<file path="config.mk">
export PLATFORM = sky130hd
export DESIGN_NAME = fp_mag_compare_seq_flat
export DESIGN_NICKNAME = d
export VERILOG_FILES = /design/src/rtl/fp_mag_compare_seq_pkg.sv /design/src/rtl/fp_mag_compare_seq_if.sv /design/src/rtl/fp_mag_compare_seq_comparator_less.sv /design/src/rtl/fp_mag_compare_seq.sv /design/src/flat_wrapper.sv
export SDC_FILE = /design/constraint.sdc
export NUM_CORES = 1
export LEC_CHECK = 0
export BUFFER_PORTS_ARGS = -buffer_cell sky130_fd_sc_hd__buf_4
export CORE_MARGIN = 3
export CORE_UTILIZATION = 50
export DETAILED_ROUTE_END_ITERATION = 8
export PLACE_DENSITY = 0.75
export SYNTH_ARGS = -nofsm -noshare
export SYNTH_HDL_FRONTEND = slang
export SYNTH_SLANG_ARGS = --single-unit
</file>
<file path="constraint.sdc">
create_clock -name clk -period 4 [get_ports clk]
set_input_delay 0.8 -clock clk [delete_from_list [all_inputs] [get_ports clk]]
set_output_delay 0.8 -clock clk [all_outputs]
set_load 0.005 [all_outputs]
</file>
<file path="src/rtl/fp_mag_compare_seq_pkg.sv">
// Shared definitions for the magnitude-ordering controller: state encoding,
// slice geometry helpers and the operand/slice width legality check.
package fp_mag_compare_seq_pkg;

  localparam int W_DEF  = 32;
  localparam int CW_DEF = 8;

  localparam logic [1:0] ST_IDLE    = 2'd0;
  localparam logic [1:0] ST_COMPARE = 2'd1;
  localparam logic [1:0] ST_DONE    = 2'd2;

  typedef enum logic [1:0] {
    IDLE    = ST_IDLE,
    COMPARE = ST_COMPARE,
    DONE    = ST_DONE
  } state_e;

  function automatic int num_slices(input int w, input int cw);
    return w / cw;
  endfunction

  // A single-slice configuration still needs a one-bit index register.
  function automatic int idx_width(input int w, input int cw);
    return ((w / cw) > 1) ? $clog2(w / cw) : 1;
  endfunction

  function automatic bit cfg_ok(input int w, input int cw);
    return (cw > 0) && (w >= cw) && ((w % cw) == 0);
  endfunction

endpackage

</file>
<file path="src/rtl/fp_mag_compare_seq_if.sv">
// Operand-pair request and ordered-result response bundle between the
// FP add/sub front end and the magnitude-ordering controller.
interface fp_mag_compare_seq_if #(
  parameter int W = 32
);
  logic         in_valid;
  logic         in_ready;
  logic [W-1:0] Data_X;
  logic [W-1:0] Data_Y;
  logic         out_valid;
  logic         out_ready;
  logic [W-1:0] DMP;
  logic [W-1:0] DmP;
  logic         swap;
  logic         eq_mag;

  modport master (
    output in_valid, Data_X, Data_Y, out_ready,
    input  in_ready, out_valid, DMP, DmP, swap, eq_mag
  );

  modport slave (
    input  in_valid, Data_X, Data_Y, out_ready,
    output in_ready, out_valid, DMP, DmP, swap, eq_mag
  );
endinterface

</file>
<file path="src/rtl/fp_mag_compare_seq_comparator_less.sv">
// Unsigned less-than comparator used on one operand slice per cycle.
module Comparator_Less #(
  parameter int W = 8
) (
  input  logic [W-1:0] a_i,
  input  logic [W-1:0] b_i,
  output logic         lt_o
);

  assign lt_o = (a_i < b_i);

endmodule

</file>
<file path="src/rtl/fp_mag_compare_seq.sv">
// Ranks an operand pair by magnitude using one slice comparison per cycle,
// most-significant slice first, stopping at the first slice that differs.
module fp_mag_compare_seq
  import fp_mag_compare_seq_pkg::*;
#(
  parameter int W  = W_DEF,
  parameter int CW = CW_DEF
) (
  input logic                  clk,
  input logic                  rst,
  fp_mag_compare_seq_if.slave  bus
);

  localparam int N  = num_slices(W, CW);
  localparam int IW = idx_width(W, CW);
  localparam logic [IW-1:0] IDX_TOP = IW'(N - 1);

  generate
    if (!cfg_ok(W, CW)) begin : g_cfg_err
      $error("fp_mag_compare_seq: W must be a non-zero multiple of CW");
    end
  endgenerate

  state_e        state_q, state_d;
  logic [W-1:0]  x_q, x_d, y_q, y_d;
  logic [IW-1:0] idx_q, idx_d;
  logic          rv_q, rv_d;
  logic          lt_q, lt_d, gt_q, gt_d, last_q, last_d;
  logic          swap_q, swap_d, eq_q, eq_d;
  logic [W-1:0]  dmp_q, dmp_d, dmn_q, dmn_d;

  logic [W-1:0]  x_mag, y_mag;
  logic [CW-1:0] sx, sy;
  logic          lt_s, gt_s;

  assign x_mag = {1'b0, x_q[W-2:0]};
  assign y_mag = {1'b0, y_q[W-2:0]};
  assign sx    = x_mag[int'(idx_q)*CW +: CW];
  assign sy    = y_mag[int'(idx_q)*CW +: CW];

  // Two comparator instances evaluate both orderings of the slice in one cycle.
  Comparator_Less #(.W(CW)) u_lt (.a_i(sx), .b_i(sy), .lt_o(lt_s));
  Comparator_Less #(.W(CW)) u_gt (.a_i(sy), .b_i(sx), .lt_o(gt_s));

  // State, operand, slice-result and output registers.
  always_ff @(posedge clk) begin
    if (rst) begin
      state_q <= IDLE;
      x_q     <= '0;
      y_q     <= '0;
      idx_q   <= IDX_TOP;
      rv_q    <= 1'b0;
      lt_q    <= 1'b0;
      gt_q    <= 1'b0;
      last_q  <= 1'b0;
      swap_q  <= 1'b0;
      eq_q    <= 1'b0;
      dmp_q   <= '0;
      dmn_q   <= '0;
    end else begin
      state_q <= state_d;
      x_q     <= x_d;
      y_q     <= y_d;
      idx_q   <= idx_d;
      rv_q    <= rv_d;
      lt_q    <= lt_d;
      gt_q    <= gt_d;
      last_q  <= last_d;
      swap_q  <= swap_d;
      eq_q    <= eq_d;
      dmp_q   <= dmp_d;
      dmn_q   <= dmn_d;
    end
  end

  // Next-state logic; each slice result is registered and acted on the
  // following cycle, while the next slice is already being compared.
  always_comb begin
    state_d = state_q;
    x_d     = x_q;
    y_d     = y_q;
    idx_d   = idx_q;
    rv_d    = rv_q;
    lt_d    = lt_q;
    gt_d    = gt_q;
    last_d  = last_q;
    swap_d  = swap_q;
    eq_d    = eq_q;
    dmp_d   = dmp_q;
    dmn_d   = dmn_q;
    case (state_q)
      IDLE: begin
        if (bus.in_valid) begin
          x_d     = bus.Data_X;
          y_d     = bus.Data_Y;
          idx_d   = IDX_TOP;
          rv_d    = 1'b0;
          state_d = COMPARE;
        end else begin
          state_d = IDLE;
        end
      end
      COMPARE: begin
        if (rv_q && (lt_q || gt_q || last_q)) begin
          state_d = DONE;
          swap_d  = lt_q;
          eq_d    = !(lt_q || gt_q);
          dmp_d   = lt_q ? y_q : x_q;
          dmn_d   = lt_q ? x_q : y_q;
        end else begin
          rv_d   = 1'b1;
          lt_d   = lt_s;
          gt_d   = gt_s;
          last_d = (idx_q == '0);
          if (idx_q != '0) begin
            idx_d = idx_q - 1'b1;
          end else begin
            idx_d = idx_q;
          end
        end
      end
      DONE: begin
        if (bus.out_ready) begin
          state_d = IDLE;
        end else begin
          state_d = DONE;
        end
      end
      default: begin
        state_d = IDLE;
      end
    endcase
  end

  assign bus.in_ready  = (state_q == IDLE);
  assign bus.out_valid = (state_q == DONE);
  assign bus.DMP       = dmp_q;
  assign bus.DmP       = dmn_q;
  assign bus.swap      = swap_q;
  assign bus.eq_mag    = eq_q;

endmodule

</file>
<file path="src/flat_wrapper.sv">
// flat-port wrapper written by rule: the top's interface ports become plain ports
module fp_mag_compare_seq_flat import fp_mag_compare_seq_pkg::*;
#(
  parameter int W  = W_DEF,
  parameter int CW = CW_DEF
)
  (clk, rst, bus_in_valid, bus_Data_X, bus_Data_Y, bus_out_ready, bus_in_ready, bus_out_valid, bus_DMP, bus_DmP, bus_swap, bus_eq_mag);
  fp_mag_compare_seq_if #(.W(W)) bus_i ();
  input logic clk;
  input logic rst;
  input wire logic [$bits(bus_i.in_valid)-1:0] bus_in_valid;
  input wire logic [$bits(bus_i.Data_X)-1:0] bus_Data_X;
  input wire logic [$bits(bus_i.Data_Y)-1:0] bus_Data_Y;
  input wire logic [$bits(bus_i.out_ready)-1:0] bus_out_ready;
  output wire logic [$bits(bus_i.in_ready)-1:0] bus_in_ready;
  output wire logic [$bits(bus_i.out_valid)-1:0] bus_out_valid;
  output wire logic [$bits(bus_i.DMP)-1:0] bus_DMP;
  output wire logic [$bits(bus_i.DmP)-1:0] bus_DmP;
  output wire logic [$bits(bus_i.swap)-1:0] bus_swap;
  output wire logic [$bits(bus_i.eq_mag)-1:0] bus_eq_mag;
  assign bus_i.in_valid = bus_in_valid;
  assign bus_i.Data_X = bus_Data_X;
  assign bus_i.Data_Y = bus_Data_Y;
  assign bus_i.out_ready = bus_out_ready;
  assign bus_in_ready = bus_i.in_ready;
  assign bus_out_valid = bus_i.out_valid;
  assign bus_DMP = bus_i.DMP;
  assign bus_DmP = bus_i.DmP;
  assign bus_swap = bus_i.swap;
  assign bus_eq_mag = bus_i.eq_mag;
  fp_mag_compare_seq #(.W(W), .CW(CW)) u_core (.clk(clk), .rst(rst), .bus(bus_i));
endmodule
</file>
Word-level counts from Yosys, hierarchy flattened

Cells that the tools add are included.
Widths: inputs -> output; s select.

Register bits: 138
Memories: 0
Input port bits: 68
ROM bits: 0
Latch bits: 0
Word-level logic and storage cells: 50
RAM bits: 0
Output and inout port bits: 68

Bitwise gates (word level): 1
$add $sub $neg: 1
Eq/ne operators: 6
Muxes and demuxes: 13
Shifts and indexed selects: 2
$mul: 0
Reduce and logical (&&, ||, !) cells: 13
Div/mod/pow operators: 0
Order comparisons: 2

Operator list:

| kind                | number |
|---|---|
| $mux 32             | 2 |
| $shiftx 32x6->8     | 2 |
| $lt 8x8->1          | 2 |
| $mux 2              | 5 |
| $pmux 2 s3          | 1 |
| $reduce_and 2->1    | 3 |
| $logic_not 2->1     | 2 |
| $ne 2x1->1 const B  | 2 |
| $ne 2x2->1 const B  | 2 |
| $pmux 2 s2          | 1 |
| $reduce_and 4->1    | 1 |
| $reduce_bool 2->1   | 2 |
| $mux 1              | 3 |
| $reduce_and 3->1    | 1 |
| $eq 2x1->1 const B  | 1 |
| $eq 2x2->1 const B  | 1 |
| $logic_or 1x1->1    | 2 |
| $pmux 1 s2          | 1 |
| $sub 2x1->2 const B | 1 |
| $logic_and 1x1->1   | 1 |
| $logic_not 1->1     | 1 |
| $not 1->1           | 1 |

Depth between registers and ports, before layout

Depth after elaboration: 5
Depth in mapped cells: 9
Mapped depth without buffers: 8

Modules after synthesis

From an unflattened synthesis, not the netlist that was laid out.

Cell total of the unflattened synthesis: 703
Area total of the unflattened synthesis: 6791.5 um2

Modules (own cells, without submodules):

| module             | cells each | sequential area each (um2) | area each (um2) | times used |
|---|---|---|---|---|
| fp_mag_compare_seq | 653        | 2762.6                     | 6438.7          | 1 |
| Comparator_Less    | 25         | 0.0                        | 176.4           | 2 |

Worst setup path after synthesis

Ideal clock, no wire load.

Path type: reg2reg
From: reg u_core.idx_q[0]
To: reg u_core.gt_q
Path buffers: 1
Clock period less this slack: 2.464 ns
Arrival time: 2.394 ns
Data required time: 3.930 ns
Setup slack: 1.536 ns
Setup time: 0.070 ns
Stages on the path, launching flop included: 8
Cell sequence: dfxtp_1 > clkbuf_1 > mux4_2 > ha_1 > a21oi_1 > a21oi_1 > or4b_1 > a21oi_1

Longest elaborated chain between the ends: 2
Elaborated cells between the ends (all ways): 3
Those cells by class: order compare: 1; shift: 2

Ends and longest elaborated chain:

| element                            | line                                               | source |
|---|---|---|
| start, declared                    | fp_mag_compare_seq.sv:26                           | `logic [IW-1:0] idx_q, idx_d;` |
| start signal, assigned             | fp_mag_compare_seq.sv:64                           | `idx_q <= idx_d;` |
| $shiftx 32x6->8 (on tied branches) | fp_mag_compare_seq.sv:39, fp_mag_compare_seq.sv:38 |  |
| $lt 8x8->1 *                       | fp_mag_compare_seq_comparator_less.sv:10           | `assign lt_o = (a_i < b_i);` |
| end signal, assigned               | fp_mag_compare_seq.sv:67                           | `gt_q <= gt_d;` |
| end, declared                      | fp_mag_compare_seq.sv:28                           | `logic lt_q, lt_d, gt_q, gt_d, last_q, last_d;` |

Every way passes the cells marked *; elsewhere a longest branch is shown, timed or not.
A chain may end at the register's enable or synchronous reset.

Worst setup path after layout

Same ends and word-level chain as after synthesis.

==> impl_metrics.ini <==
[power_and_ir_drop]
ir_worst_vdd_v = 0.000311
power_density_mw_per_mm2 = 472
p_leak_nw = 2.88

[clock_network]
cts_tree = yes
cts_max_path_buffers = 2
post_cts_resized = 0
cts_root_buf = clkbuf_16
hold_buffers = 0
insertion_delay_ps = 420
clk_pin_slew_ps = 60
numCtsBuffers = 17
htree_levels = 4
cts_sinks = 138
postCtsSetupBuffers = 0

[sta]
fin_worst_skew_ps = 10.2
relSlewSlack_pct = 18.4
finalMaxSlewViolations = 0
timing.fmax_mhz = 343
post-route-min-period_ps = 2920
finalHoldViolCount = 0
tightest_slew_ps = 1220
hold-worst-slack_ps = 476
finalSetupTns_ps = 0
finalSetupViolations = 0
period_share_pct = 72.9
rsz0062_at_grt = no

[finish]
final_nets = 847
utilization_pct = 66.1
drive_above_1_share_pct = 24.6
insertedDiodeCount = 0
num-fill-cells = 941
syn_to_final_growth_pct = 27.9
final_cells = 926

[synthesis]
synth.ff_latch_count = 138
synth-async-reset-ratio_pct = 0
synthesis.nets = 740
synth_edf_count = 0
yosys_warnings = 0
avgSynthCellArea_sq_um = 8.98
seq_area_frac_synth_pct = 46.4
yosysTopAreaCellShare_pct = 46.4
synthTopCellsByArea = dfxtp_1, mux2i_1, nand2_1
synthFlopType = dfxtp_1
netlist_area_sq_mm = 0.00595
syn_inst = 663
synth_top_cell_by_area = dfxtp_1
synth_cell_types = 30

[critical_path]
rr_startpoint = u_core.idx_q[0]$_SDFFE_PP1P_
slowest_delay_ps = 660
path_delay_family = flip-flops
ff2ff_path_depth = 8
cp-end-kind = register
crit_required_ps = 4330
worst-endpoint-arrival_ps = 3250
critPathLaunchType = register
crit_buf_inv = 1
timing.rr.end = u_core.gt_q$_SDFFE_PP0P_
cpMostUsedCell = a21oi_1
path_cells = buf_4, mux4_2, ha_1, nor2b_1, o211ai_1, a21oi_1, or4b_1, a21oi_1
reg2reg_slack_ps = 1080
path_depth = 8
criticalPathCategory = register to register
cp_slowest_cell = dfxtp_1
crit_fanout = 11

[detailed_routing]
vias = 5155
initialDrtViolationCount = 430
via_per_inst = 5.57
ant_nets = 0
first_pass_iters = 4
drcViolationCount = 0
drt_wl_total_mm = 15.9
wl_per_cell_um = 17.2

[floorplan]
die_x_um = 115
rows = 39
die-area_sq_mm = 0.0133
ios = 136
core_area_sq_mm = 0.0115
die_h_um = 115
start_util_pct = 51.7

[global_route]
grt-ovfl-total = 0
grt_pass1_vias = 4879
grt_start_max_net_pins = 131
track_usage_pct = 24.5
grt_pass1_wl_mm = 25.2
antenna_found_initial = 0

[worst_hold_path]
whs_endpoint = u_core.x_q[31]$_SDFFE_PP0P_
hold_path_startpoint = u_core.x_q[31]$_SDFFE_PP0P_
min_path_cells = 2
hp-class = register to register

[job]
cap_violations = 0

[placed_design]
numPortBuffers = 135
placed_cells = 894
place.gp.congestion = 0.905
hpwl_mm = 11.2

[status]
status = completed
[logic make-up (layout without fill, tap and decap cells)]
family                     after synthesis  count (layout)  share of synthesized area (%)
DFF                                    138             138                           46.4
muxes                                   83              83                           16.9
AOI/OAI and AO/OA                      145             145                           15.4
adders and majority gates                9               9                           1.89
and+or+nand+nor                        223             223                           14.9
buffers and inverters                   65             185                           4.48
[cell type report]
type,instances,area [sq um],share of cell area [%]
multi-input combinational,460,2940,38.6
sequential,138,2770,36.3
timing repair buffer,142,1080,14.2
clock buffer,19,443,5.82
tap,143,179,2.35
clock inverter,13,166,2.19
inverter,11,41.3,0.542
[cells in the final DEF (no fill, tap or decap), types with 2 or more instances in the layout]
cell / count
nor2_1: 76
nor2b_1: 2
ha_1: 9
buf_4: 141
mux4_2: 14
clkinv_2: 2
clkinv_4: 2
o21bai_1: 2
inv_6: 3
a211oi_1: 65
clkinvlp_4: 3
clkbuf_16: 17
mux2i_1: 69
a21oi_1: 73
nand2_1: 131
bufinv_16: 3
nand4_1: 2
inv_1: 11
dfxtp_1: 137
and3_1: 2
[cell usage after synthesis (2+ instances only)]
library cell and count:
dfxtp_1 138, nand2_1 131, nor2_1 77, a21oi_1 73, mux2i_1 69, a211oi_1 65
clkbuf_1 30, buf_2 18, mux4_2 14, inv_1 11, ha_1 9, buf_1 6
and3_1 2, nand4_1 2, nor2b_1 2, o21bai_1 2
[metrics by stage]
step	area [sq um]	setup WS, ps	total power, mW
6_report	7610	1080	3.60
5_1_grt	7610	866	3.73
4_1_cts	7610	1070	3.61
3_5_place_dp	7000	1090	2.02
3_3_place_gp	7000	1180	2.00
2_1_floorplan	5950	1540	1.85
[layer usage]
layer / track usage, % / vias to the layer above / wire, um
met1: 32.9 / 2402 / 7010
met5: 0 / - / 0
met3: 6.42 / 17 / 1130
met2: 38.7 / 202 / 7530
met4: 8.14 / 0 / 254
li1: - / 2534 / -
[state kept, by name, indices dropped and copies added, names as in the netlist]
signal	count
u_core.bus.eq_mag	1
u_core.rv_q	1
u_core.lt_q	1
u_core.last_q	1
u_core.y_q	32
u_core.state_q	2
u_core.gt_q	1
u_core.x_q	32
u_core.idx_q	2
u_core.bus.DmP	32
u_core.bus.swap	1
u_core.bus.DMP	32
[worst reg2reg max path: cells and delay by family, from the launching register on]
kind | cells | cell delay (ps)
adder cells (fa/ha/maj) | 1 | 320
AO/OA/AOI/OAI | 3 | 390
flip-flops | 1 | 660
buffers and inverters | 1 | 310
AND/OR/NAND/NOR | 2 | 640
multiplexers | 1 | 530
[power by group]
part / internal [mW] / total, mW / leakage (nW) / switching (mW)
combinational: 0.220 / 0.463 / 1.47 / 0.243
sequential: 1.44 / 1.53 / 1.12 / 0.0880
clock: 1.00 / 1.60 / 0.290 / 0.601
[how the worst max path moves through the flow]
stage,to,from,slack (ps)
floorplan,u_core.gt_q$_SDFFE_PP0P_,u_core.idx_q[0]$_SDFFE_PP1P_,1540
global placement,u_core.gt_q$_SDFFE_PP0P_,u_core.idx_q[0]$_SDFFE_PP1P_,1180
detailed placement,u_core.gt_q$_SDFFE_PP0P_,u_core.idx_q[0]$_SDFFE_PP1P_,1090
CTS,u_core.gt_q$_SDFFE_PP0P_,u_core.idx_q[0]$_SDFFE_PP1P_,1070
global route,u_core.gt_q$_SDFFE_PP0P_,u_core.idx_q[0]$_SDFFE_PP1P_,870
finish,u_core.gt_q$_SDFFE_PP0P_,u_core.idx_q[0]$_SDFFE_PP1P_,1080
Power figures use the tool's default switching activity.
